File: src/rtl/video_frame_sync_ctrl.sv
// Camera-to-LCD frame sequencing: owns FIFO and timing-generator resets, releases
// LCD timing once a fresh camera frame has prefilled the line FIFO, resyncs on underflow.
module video_frame_sync_ctrl #(
    parameter int unsigned RNUM_WIDTH         = 11,
    parameter int unsigned PREFILL_WORDS      = 512,
    parameter int unsigned FIFO_RST_CYCLES    = 8,
    parameter int unsigned PREFILL_TIMEOUT    = 20'hFFFFF,
    parameter bit          RESYNC_EVERY_FRAME = 1'b0
) (
    input  logic                  video_clk,
    input  logic                  rst,
    input  logic                  enable,
    input  logic                  cam_vs,
    input  logic [RNUM_WIDTH-1:0] fifo_rnum,
    input  logic                  fifo_empty,
    input  logic                  tg_de,
    input  logic                  tg_vs,
    output logic                  fifo_rst,
    output logic                  tg_rst,
    output logic                  fifo_rd_en,
    output logic                  locked,
    output logic [7:0]            underflow_cnt,
    output logic [15:0]           frame_cnt
);

    typedef enum logic [2:0] {
        ST_IDLE,
        ST_WAIT_VS,
        ST_FLUSH,
        ST_PREFILL,
        ST_RUN
    } state_e;

    localparam logic [31:0] FLUSH_LAST   = 32'(FIFO_RST_CYCLES - 1);
    localparam logic [31:0] TIMEOUT_LAST = 32'(PREFILL_TIMEOUT - 1);
    // One extra bit so a threshold of 2**RNUM_WIDTH is representable (never met).
    localparam logic [RNUM_WIDTH:0] PREFILL_THR = (RNUM_WIDTH + 1)'(PREFILL_WORDS);

    state_e        state_q, state_d;
    logic [31:0]   cnt_q, cnt_d;
    logic [2:0]    vs_sync_q;
    logic          tg_vs_q;
    logic          fifo_rst_q, fifo_rst_d;
    logic          tg_rst_q, tg_rst_d;
    logic          locked_q, locked_d;
    logic [7:0]    ucnt_q, ucnt_d;
    logic [15:0]   fcnt_q, fcnt_d;

    logic vs_rise;
    logic tg_vs_rise;
    logic in_run;
    logic underflow;
    logic prefill_ok;

    assign vs_rise    = vs_sync_q[1] & ~vs_sync_q[2];
    assign tg_vs_rise = tg_vs & ~tg_vs_q;
    assign in_run     = (state_q == ST_RUN);
    assign underflow  = in_run & tg_de & fifo_empty;
    assign prefill_ok = ({1'b0, fifo_rnum} >= PREFILL_THR);

    // State, counters and registered outputs
    always_ff @(posedge video_clk) begin
        if (rst) begin
            state_q    <= ST_IDLE;
            cnt_q      <= '0;
            vs_sync_q  <= '0;
            tg_vs_q    <= 1'b0;
            fifo_rst_q <= 1'b1;
            tg_rst_q   <= 1'b1;
            locked_q   <= 1'b0;
            ucnt_q     <= '0;
            fcnt_q     <= '0;
        end else begin
            state_q    <= state_d;
            cnt_q      <= cnt_d;
            vs_sync_q  <= {vs_sync_q[1:0], cam_vs};
            tg_vs_q    <= tg_vs;
            fifo_rst_q <= fifo_rst_d;
            tg_rst_q   <= tg_rst_d;
            locked_q   <= locked_d;
            ucnt_q     <= ucnt_d;
            fcnt_q     <= fcnt_d;
        end
    end

    // Next-state logic; enable low overrides every per-state decision
    always_comb begin
        state_d = state_q;
        case (state_q)
            ST_IDLE: begin
                if (enable) state_d = ST_WAIT_VS;
            end
            ST_WAIT_VS: begin
                if (vs_rise) state_d = ST_FLUSH;
            end
            ST_FLUSH: begin
                if (cnt_q == FLUSH_LAST) state_d = ST_PREFILL;
            end
            ST_PREFILL: begin
                if (prefill_ok)                  state_d = ST_RUN;
                else if (cnt_q == TIMEOUT_LAST)  state_d = ST_WAIT_VS;
            end
            ST_RUN: begin
                if (underflow)                            state_d = ST_WAIT_VS;
                else if (RESYNC_EVERY_FRAME && vs_rise)   state_d = ST_FLUSH;
            end
            default: state_d = ST_IDLE;
        endcase
        if (!enable) state_d = ST_IDLE;
    end

    // Cycle counter restarts on every state change and only runs in timed states
    always_comb begin
        cnt_d = '0;
        if ((state_d == state_q) && ((state_q == ST_FLUSH) || (state_q == ST_PREFILL)))
            cnt_d = cnt_q + 32'd1;
    end

    // Event counters: a coincident underflow suppresses the frame count
    always_comb begin
        ucnt_d = ucnt_q;
        fcnt_d = fcnt_q;
        if (underflow && (ucnt_q != 8'hFF))
            ucnt_d = ucnt_q + 8'd1;
        if (in_run && tg_vs_rise && !underflow)
            fcnt_d = fcnt_q + 16'd1;
    end

    // Output decode from next state so outputs move on the same edge as the state
    always_comb begin
        fifo_rst_d = 1'b1;
        tg_rst_d   = 1'b1;
        locked_d   = 1'b0;
        case (state_d)
            ST_PREFILL: begin
                fifo_rst_d = 1'b0;
            end
            ST_RUN: begin
                fifo_rst_d = 1'b0;
                tg_rst_d   = 1'b0;
                locked_d   = 1'b1;
            end
            default: begin
                fifo_rst_d = 1'b1;
                tg_rst_d   = 1'b1;
                locked_d   = 1'b0;
            end
        endcase
    end

    assign fifo_rst      = fifo_rst_q;
    assign tg_rst        = tg_rst_q;
    assign locked        = locked_q;
    assign underflow_cnt = ucnt_q;
    assign frame_cnt     = fcnt_q;
    assign fifo_rd_en    = tg_de & in_run & ~fifo_empty;

endmodule

File: config.mk
export PLATFORM = sky130hd
export DESIGN_NAME = video_frame_sync_ctrl
export DESIGN_NICKNAME = d
export VERILOG_FILES = /design/src/rtl/video_frame_sync_ctrl.sv
export SDC_FILE = /design/constraint.sdc
export NUM_CORES = 1
export LEC_CHECK = 0
export ABC_AREA = 1
export CORE_UTILIZATION = 59
export CTS_CLUSTER_SIZE = 8
export DETAILED_ROUTE_END_ITERATION = 10
export HOLD_SLACK_MARGIN = 0.05
export PLACE_DENSITY = 0.93
export SLEW_MARGIN = 5
export SYNTH_ARGS = -nofsm -noshare
export SYNTH_HDL_FRONTEND = slang
export SYNTH_SLANG_ARGS = --single-unit
export TNS_END_PERCENT = 1
File: constraint.sdc
create_clock -name video_clk -period 3.3 [get_ports video_clk]
set_input_delay 0.495 -clock video_clk [delete_from_list [all_inputs] [get_ports video_clk]]
set_output_delay 0.495 -clock video_clk [all_outputs]
set_load 0.05 [all_outputs]
==> run metrics <==
status=completed; clk sinks=66; GRT overflow=0; Hold Crit Class=register to register; Synth cell types=29; minimum clock period=2.43 ns; vias per cell=5.23; cells after synthesis=around 500; CTS tree=yes; DRC=0; Gate power share=0.020; leading area contributor after synthesis=dfxtp_1; Worst Path Arrival=between 1.5 and 2 ns; first-pass GRT wire length=~13 mm; maximum clock path buffer count=2; Compound-Gate Fraction of Synth Area=0.0575; total track usage=0.272; Max Slew Vio Count=0; Post-Syn Area=3410 sq um; Clock Latency Late Sink=roughly 0.35 ns; Via Count=between 3k and 4k; synth warn=0; postcts setup bufs=0; total CTS buffers=9; critical-path cell list=clkdlybuf4s50_1 -> nand2_1 -> nor2_1 -> clkdlybuf4s50_1; # port buffers=36; Max-slew headroom=0.430; Setup WS post-layout=around 0.87 ns; Post-Syn Nets=between 500 and 600; leading cell types in the layout, fill and taps excluded=97 x nand2_1, 92 x nor2_1, 72 x inv_1; Initial Util=0.616; Synth Area in Simple Gates=0.355; Worst setup EP type=output port; Clk network pwr share=0.456; sequential share of power=0.524; post-route cell area=a little over 4000 sq um; standard-cell rows=27; XOR/XNOR Fraction of Synth Area=0.0898; Area contributors post-synth=dfxtp_1 39%, nand2_1 11%, nor2_1 10%; reg-to-reg startpoint=cnt_q[1]; die width=78.1 um; clock skew=between 0.008 and 0.009 ns; routed len/inst=12.5 um; largest net degree at the start of global routing=33; fin crit share=0.736; Area Growth Syn to Fin=17.9%; RSZ-0062 raised after global routing=no; gpl congestion=0.961; count of final hold-check violations=0; DP HPWL=5.50 mm; drt pass-1 iters=5; Die H=a little under 80 um; post-CTS sizing=0; setup TNS=0 ns; Hold Crit Endpoint=vs_sync_q[2]; drt first-iter violations=~140; share of post-route cells with drive strength above 1=0.0909; adder-cell share of the synthesized area=0.0147; Antenna Cells=0; Setup CP Type=primary input to output port; R2R Setup Slk=between 1 and 1.5 ns; number of synthesized register bits=66; cell leakage power=1.38 nW; critical path's top delay family=buffers and inverters; Max stage delay on crit path=approximately 0.8 ns; max cap viols=0; I/O pin count=between 40 and 50; Internal=~1.2 mW; fmax=412 MHz; antenna violations before repair=0; pre-CTS setup slack=0.843 ns; Final ANT Viol Nets=0; H-tree depth=3; Core ar.=around 5500 sq um; hold_sp=vs_sync_q[1]; clock root cell=clkbuf_8; Area after DPL=~3800 sq um; Psw=about 0.34 mW; Synth top area share=0.387; worst path required time=approximately 2.8 ns; largest family of logic cells by synthesized area=simple AND/OR/NAND/NOR gates; commonest non-fill, non-tap cell in the layout=nand2_1; sw frac=0.225; reg2reg end=cnt_q[1]; Avg Synthesized Cell Area=just under 7 sq um; Critical Path Source Type=primary input; PwrDens=between 300 and 400 nW/um^2; Worst Tran Pin Value=around 0.85 ns; hold_buf cts=0; final WL=between 7 and 8 mm; Worst-path clk slew=roughly 0.080 ns; Peak VDD IR=0.000348 V; Fin Hold WS=0.427 ns; placed cell count=595; DIE AREA=between 6000 and 7000 sq um; count of final setup violators=0; Seq/Total Area, Yosys=0.387; post-synthesis mux area share=0; hold path cells=2; Finished Layout Cells=between 600 and 700; fin nets=about 560; critical path's slowest cell=clkdlybuf4s50_1; CP most frequent cell=clkdlybuf4s50_1; reg2reg path depth=12; worst-path maximum fanout=2; vias in the first global route=about 3.1k; Bufs and invs on worst path=2
cells in the mapped netlist:
library cell and instances:
nand2_1 97, nor2_1 92, inv_1 72, dfxtp_1 66
xor2_1 22, nor3_1 21, a21oi_1 17, nand3_1 16
nor2_2 13, o21ai_0 13, xnor2_1 13, nand4_1 9
nand2_2 7, ha_1 4, nand3_2 4, buf_6 3
clkbuf_1 3, nor2_4 3, nor3_2 3, o21a_1 3
and3_1 2, inv_2 2, o21ai_1 2, a22oi_1 1
a31oi_1 1, and2_0 1, and2_1 1, buf_2 1
nor3b_1 1
tightest hold or removal path: cells and delay by family, from the launching register on:
kind,cells,cell delay [ns]
flops,1,0.32
buf+inv,1,0.05
simple gates,1,0.03
area by class of cell:
cell class,instances,area [sq um]
Multi-Input combinational cell,346,1770
Fill cell,439,1520
Sequential cell,66,1320
Timing Repair Buffer,37,368
Inverter,74,278
Clock buffer,10,138
Tap cell,72,90.1
Clock inverter,6,65.1
how the worst max path moves through the flow:
| stage | start | end | slack, ns | cells after the start |
|---|---|---|---|---|
| 2_1_floorplan | frame_cnt[1] | frame_cnt[14] | 1.41 | 8 |
| 3_3_place_gp | tg_de | fifo_rd_en | 0.88 | 4 |
| 3_5_place_dp | rst | cnt_q[1] | 0.84 | 7 |
| 4_1_cts | tg_de | fifo_rd_en | 0.86 | 4 |
| 5_1_grt | state_q[0] | fifo_rd_en | 0.76 | 6 |
| 6_report | tg_de | fifo_rd_en | 0.87 | 4 |
cells by family after synthesis:
group | after synthesis
fa+ha+maj | 4
compound gates | 37
xor+xnor | 35
simple gates | 270
buf+inv | 81
flops | 66
sequential cells by signal (all words and copies together), names as in the netlist:
name           cells
tg_vs_q            1
tg_rst             1
underflow_cnt      8
fifo_rst           1
vs_sync_q          3
state_q            3
locked             1
cnt_q             32
frame_cnt         16
through the flow:
step           utilization  power, mW
2_1_floorplan            -      0.833
3_3_place_gp         0.690      0.848
3_5_place_dp         0.690      0.849
4_1_cts              0.727       1.53
5_1_grt              0.727       1.58
6_report             0.727       1.53
per-layer routing:
metal | wire length (um) | GRT usage | share of wire | vias up
met3 | 448 | 0.0826 | 0.059 | 16
li1 | - | - | - | 1605
met5 | 0 | 0 | 0 | -
met4 | 159 | 0.130 | 0.021 | 0
met2 | 3770 | 0.477 | 0.49 | 90
met1 | 3270 | 0.299 | 0.43 | 1485
power groups by stage:
| stage | combinational [mW] | sequential, mW | clock, mW |
|---|---|---|---|
| finish | 0.0305 | 0.801 | 0.696 |
| global route | 0.0343 | 0.801 | 0.741 |
| CTS | 0.0305 | 0.801 | 0.700 |
| detailed placement | 0.0302 | 0.819 | 0 |
| global placement | 0.0291 | 0.819 | 0 |
| floorplan | 0.0145 | 0.819 | 0 |
(Power assumes the default switching activity.)
